**config.mk**
```make
export PLATFORM = sky130hd
export DESIGN_NAME = ysyx_23060020_lsu
export DESIGN_NICKNAME = d
export VERILOG_FILES = /design/src/rtl/ysyx_23060020_lsu.sv
export SDC_FILE = /design/constraint.sdc
export NUM_CORES = 1
export LEC_CHECK = 0
export BUFFER_PORTS_ARGS = -buffer_cell sky130_fd_sc_hd__buf_4
export CORE_MARGIN = 3
export CORE_UTILIZATION = 40
export CTS_CLUSTER_SIZE = 20
export DETAILED_ROUTE_END_ITERATION = 6
export HOLD_SLACK_MARGIN = 0.05
export PLACE_DENSITY = 0.68
export RECOVER_POWER = 50
export SETUP_SLACK_MARGIN = 0.2
export SLEW_MARGIN = 20
export SYNTH_ARGS = -nofsm -noshare
export SYNTH_HDL_FRONTEND = slang
export SYNTH_SLANG_ARGS = --single-unit
```
**constraint.sdc**
```tcl
create_clock -name clk -period 1.9 [get_ports clk]
set_input_delay 0.095 -clock clk [delete_from_list [all_inputs] [get_ports clk]]
set_output_delay 0.095 -clock clk [all_outputs]
set_load 0.1 [all_outputs]
```
**src/rtl/ysyx_23060020_lsu.sv**
```systemverilog
// ysyx_23060020_lsu: single-outstanding load/store unit in front of ysyx_23060020_mem.
// Define LSU_MISALIGN_TRAP_EN to trap misaligned half/word accesses.
module ysyx_23060020_lsu #(
  parameter int MEM_LATENCY = 0
) (
  input  logic        clk,
  input  logic        rst,
  input  logic        req_valid,
  output logic        req_ready,
  input  logic        req_wen,
  input  logic [2:0]  req_funct3,
  input  logic [31:0] req_addr,
  input  logic [31:0] req_wdata,
  output logic        resp_valid,
  input  logic        resp_ready,
  output logic [31:0] resp_rdata,
  output logic        resp_err,
  output logic        memvalid,
  output logic        wen,
  output logic [3:0]  wmask,
  output logic [31:0] mem_add,
  output logic [31:0] mem_data,
  input  logic [31:0] mem_outdata
);

  typedef enum logic [1:0] {
    S_IDLE,
    S_ACCESS,
    S_WAIT,
    S_RESP
  } state_t;

  localparam logic       HAS_WAIT = (MEM_LATENCY > 0);
  localparam logic [3:0] LAT_M1   = 4'(MEM_LATENCY - 1);

  state_t      r_state;
  state_t      w_next;
  logic        r_wen;
  logic [2:0]  r_f3;
  logic [31:0] r_addr;
  logic [31:0] r_wdata;
  logic [31:0] r_word;
  logic [3:0]  r_cnt;
  logic        r_err;

  logic        w_mis;
  logic [1:0]  w_off;
  logic [3:0]  w_smask;
  logic [31:0] w_sdata;
  logic [31:0] w_bsh;
  logic [31:0] w_hsh;
  logic [31:0] w_load;
  logic [31:0] w_rdata;

`ifdef LSU_MISALIGN_TRAP_EN
  assign w_mis = (req_funct3[1:0] == 2'b01 && req_addr[0]) ||
                 (req_funct3[1] && req_addr[1:0] != 2'b00);
`else
  assign w_mis = 1'b0;
`endif

  always_ff @(posedge clk) begin
    if (rst) r_state <= S_IDLE;
    else     r_state <= w_next;
  end

  always_comb begin
    w_next = r_state;
    case (r_state)
      S_IDLE:   if (req_valid) w_next = w_mis ? S_RESP : S_ACCESS;
      S_ACCESS: w_next = HAS_WAIT ? S_WAIT : S_RESP;
      S_WAIT:   if (r_cnt == 4'd0) w_next = S_RESP;
      S_RESP:   if (resp_ready) w_next = S_IDLE;
      default:  w_next = S_IDLE;
    endcase
    if (rst) w_next = S_IDLE;
  end

  always_ff @(posedge clk) begin
    if (rst) begin
      r_wen   <= 1'b0;
      r_f3    <= 3'd0;
      r_addr  <= 32'd0;
      r_wdata <= 32'd0;
      r_err   <= 1'b0;
    end else if (r_state == S_IDLE && req_valid) begin
      r_wen   <= req_wen;
      r_f3    <= req_funct3;
      r_addr  <= req_addr;
      r_wdata <= req_wdata;
      r_err   <= w_mis;
    end
  end

  // Memory read data is combinational, so capture it on the access cycle
  always_ff @(posedge clk) begin
    if (rst) begin
      r_word <= 32'd0;
      r_cnt  <= 4'd0;
    end else begin
      if (r_state == S_ACCESS) r_word <= mem_outdata;
      if (r_state == S_ACCESS) r_cnt <= LAT_M1;
      else if (r_state == S_WAIT && r_cnt != 4'd0) r_cnt <= r_cnt - 4'd1;
    end
  end

  assign w_off = r_addr[1:0];

  always_comb begin
    w_smask = 4'b1111;
    w_sdata = r_wdata;
    case (r_f3[1:0])
      2'b00: begin
        w_smask = 4'b0001 << w_off;
        w_sdata = {4{r_wdata[7:0]}};
      end
      2'b01: begin
        w_smask = r_addr[1] ? 4'b1100 : 4'b0011;
        w_sdata = {2{r_wdata[15:0]}};
      end
      default: begin
        w_smask = 4'b1111;
        w_sdata = r_wdata;
      end
    endcase
  end

  assign w_bsh = r_word >> {w_off, 3'b000};
  assign w_hsh = r_word >> {r_addr[1], 4'b0000};

  always_comb begin
    w_load = r_word;
    case (r_f3)
      3'b000:  w_load = {{24{w_bsh[7]}}, w_bsh[7:0]};
      3'b100:  w_load = {24'd0, w_bsh[7:0]};
      3'b001:  w_load = {{16{w_hsh[15]}}, w_hsh[15:0]};
      3'b101:  w_load = {16'd0, w_hsh[15:0]};
      default: w_load = r_word;
    endcase
  end

  assign w_rdata = (r_wen || r_err) ? 32'd0 : w_load;

  always_comb begin
    req_ready  = 1'b0;
    resp_valid = 1'b0;
    resp_rdata = 32'd0;
    resp_err   = 1'b0;
    memvalid   = 1'b0;
    wen        = 1'b0;
    wmask      = 4'd0;
    mem_add    = 32'd0;
    mem_data   = 32'd0;
    if (rst) begin
      req_ready = 1'b1;
    end else begin
      case (r_state)
        S_IDLE: req_ready = 1'b1;
        S_ACCESS: begin
          memvalid = 1'b1;
          wen      = r_wen;
          mem_add  = {r_addr[31:2], 2'b00};
          wmask    = r_wen ? w_smask : 4'd0;
          mem_data = r_wen ? w_sdata : 32'd0;
        end
        S_RESP: begin
          resp_valid = 1'b1;
          resp_rdata = w_rdata;
          resp_err   = r_err;
        end
        default: ;
      endcase
    end
  end

endmodule

```
==> out/metrics.csv <==
metric,value,unit
clock network latency to the later pin of the worst-skew pair,360,ps
cells traversed along the worst timing path,or2b_4 -> buf_6 -> a222oi_1 -> a21oi_4 -> buf_12,
Die X,122,um
critical path arrival,2010,ps
RR Startpoint,r_state[1],
sinks on the clock net,106,
effective utilization at floorplan,41.8,%
placed cells,1060,
number of global-route vias before repair,7255,
share of the core filled with cells in the final layout,86.6,%
Routed WL,27.2,mm
kind of cell adding the most delay to the critical path,compound AO/OA/AOI/OAI gates,
final cycle utilization of the critical path,111,%
delay contributed by the slowest stage of the critical path,510,ps
Post-Syn Area per Cell,7.57,um2
maximum achievable frequency,0.475,GHz
Die Outline Area,14900,um2
number of optimization iterations in the first detailed-route pass,6,
Detail Placement HPWL,13.0,mm
path type of the worst min-delay path,input pin to register,
startpoint of the most critical hold path,resp_ready,
kind of launch point of the worst setup path,register,
type of destination of the critical path,output port,
cell area power density,974,nW/um2
Crit-path slowest cell,sky130_fd_sc_hd__a222oi_1,
# fillers,580,
"Cell Area, Synth",5380,um2
worst vdd ir,0.914,mV
leftover overflow at the end of global routing,0,
share of layout cells above drive strength 1,41.8,%
wire length of the first global-routing pass,39.1,mm
post-detailed-route wirelength per cell,22.6,um
count of routing violations after the opening detailed-route iteration,668,
minimum clock period after layout,2110,ps
number of hold-slack violations in the final timing report,0,
largest net degree at the start of global routing,81,
overall track demand over capacity in global routing,33.7,%
Critical Path Start,r_addr[0],
area of the core,12900,um2
violated checks,setup timing,
"critical path fanouts, max",5,
startpoint-to-endpoint class of the critical path,register to output port,
transition time at the pin with the least slew margin,1040,ps
total negative setup slack,-6830,ps
static power due to leakage,4.29,nW
number of max-cap violations,0,
Avg Vias per Cell,5.69,
clk buf depth,2,
deepest level of the CTS H-tree,3,
synth top area cells,"sky130_fd_sc_hd__dfxtp_1, sky130_fd_sc_hd__nand2_1, sky130_fd_sc_hd__a21oi_1, sky130_fd_sc_hd__mux2i_1, sky130_fd_sc_hd__nor2_1",
cells after synthesis,711,
fraction of synthesized cell area taken by the top area cell type,39.4,%
number of input and output port buffers inserted,205,
cell at the root of the clock tree,sky130_fd_sc_hd__clkbuf_16,
number of ports placed on the die boundary,209,
CTS tree,yes,
RSZ-0062 raised after global routing,true,
"flops & latches, synth",106,
height of the die,122,um
number of enable flip-flop cells after synthesis,0,
CP bufs+invs,2,
normalized max-slew margin,30.5,%
number of antenna violations at the first check in global routing,2,
total number of nets in the final design,1135,
leading area contributor after synthesis,sky130_fd_sc_hd__dfxtp_1,
detailed-route via count,6860,
layout overhead on the synthesized area,107,%
clock input transition at the sequential cells of the worst setup and hold paths,70,ps
Synth Flop Type,sky130_fd_sc_hd__dfxtp_1,
Final WS setup,-207,ps
total number of placement rows,41,
warnings from Yosys,0,
final number of max-transition violations,0,
Post-DRT Antenna Nets,0,
proportion of synthesized chip area in sequential cells,39.4,%
number of distinct standard cells referenced by the synthesized netlist,44,
result of the run,finished with violations,
number of cells in the finished layout apart from fillers,1205,
Placer Congestion,0.869,
Overall Power,0.0109,W
number of DRC violations after detailed routing,0,
total CTS buffers,9,
final-report setup violation count,112,
Worst EP required,1800,ps
share of synthesized registers carrying an async set or reset,0,%
Setup Skew,8.13,ps
[layout make-up]
type / instances / area, um2 / area share [%]
tap: 172 / 215 / 1.93
timing repair buffer: 363 / 4600 / 41.2
inverter: 9 / 40.0 / 0.359
clock inverter: 5 / 85.1 / 0.763
multi-input combinational: 537 / 3830 / 34.3
clock buffer: 11 / 243 / 2.18
sequential: 106 / 2140 / 19.2
antenna: 2 / 5.00 / 0.0449
[cell usage in the layout, fill, tap and decap left out, drive strengths merged, types with 5 or more instances in the layout]
cell         Yosys  final
buf             31    257
nand2          169    169
a21oi          121    121
dfxtp          106    106
dlygate4sd3      0    101
nor2            85     85
mux2i           48     48
and2            31     31
clkbuf          30     16
inv              9     10
and3             8      8
nor2b            7      7
mux2             6      6
nor3b            6      6
a31oi            6      6
a222oi           5      5
ha               5      5
[kinds of logic (layout without fill, tap and decap cells)]
logic type,Yosys count,in the layout,synth area share [%]
AO/OA/AOI/OAI,148,148,15.1
AND/OR/NAND/NOR,323,323,26.4
XOR/XNOR,1,1,0.163
multiplexers,57,57,11.6
other,1,5,0.0697
adder cells (fa/ha/maj),5,5,1.16
buffers and inverters,70,388,6.05
flip-flops,106,106,39.4
[sequential cells by signal (all words and copies together) (netlist names)]
name,count
r_addr,32
r_cnt,4
r_f3,3
r_state,2
r_wdata,32
r_wen,1
r_word,32
[final timing paths]
| check | slack (ps) | depth (start not counted) | endpoint |
|---|---|---|---|
| worst max-delay path | -210 | 5 | resp_rdata[1] |
| worst min-delay path | 150 | 3 | r_state[0] |
| worst max register to register | -80 | 7 | r_addr[13] |
| worst min register to register | 470 | 2 | r_addr[25] |
[routing by layer]
metal / up-vias / GRT usage, % / share of wire [%]
met5: - / 0 / 0
met3: 102 / 9.19 / 9.2
met4: 0 / 13.9 / 4.3
met1: 3282 / 36.7 / 35
met2: 474 / 61.6 / 51
li1: 3002 / - / -
[cell usage after synthesis (all sizes together), types with 4 or more instances]
cell type	count
buf	31
ha	5
nor2b	7
nor3b	6
clkbuf	30
a31oi	6
inv	9
nand2	169
a222oi	5
dfxtp	106
and3	8
and2	31
nor2	85
nand2b	4
a21oi	121
mux2	6
nand3	4
mux2i	48
[power breakdown]
part / internal, W / switching, W / total (W)
Sequential: 0.00271 / 0.000502 / 0.00321
Combinational: 0.00227 / 0.00326 / 0.00553
Clock: 0.00121 / 0.000913 / 0.00212
Total: 0.00619 / 0.00467 / 0.0109
[worst min-delay path: stages]
cell                       delay [ps]
sky130_fd_sc_hd__buf_4             90
sky130_fd_sc_hd__a311oi_1          70
sky130_fd_sc_hd__a31o_2           220
[stage by stage]
| stage | setup slack, ps | cell area [um2] | hold slack, ps |
|---|---|---|---|
| after floorplan | -524 | 6180 | 231 |
| after global placement | 139 | 7850 | 328 |
| after detailed placement | 69.3 | 7850 | 339 |
| after CTS | -161 | 11000 | 153 |
| after global routing | -253 | 11200 | 152 |
| final | -207 | 11200 | 154 |
[what timing repair did]
item / CTS / global route
hold endpoints to repair: 101 / 0
buffers inserted: 13 / 2
hold buffers: 101 / 0
gates resized for setup: 366 / 36
cloned: 8 / 3
pin swaps: 26 / 12
setup endpoints to repair: 101 / 113
(Power assumes the default switching activity.)
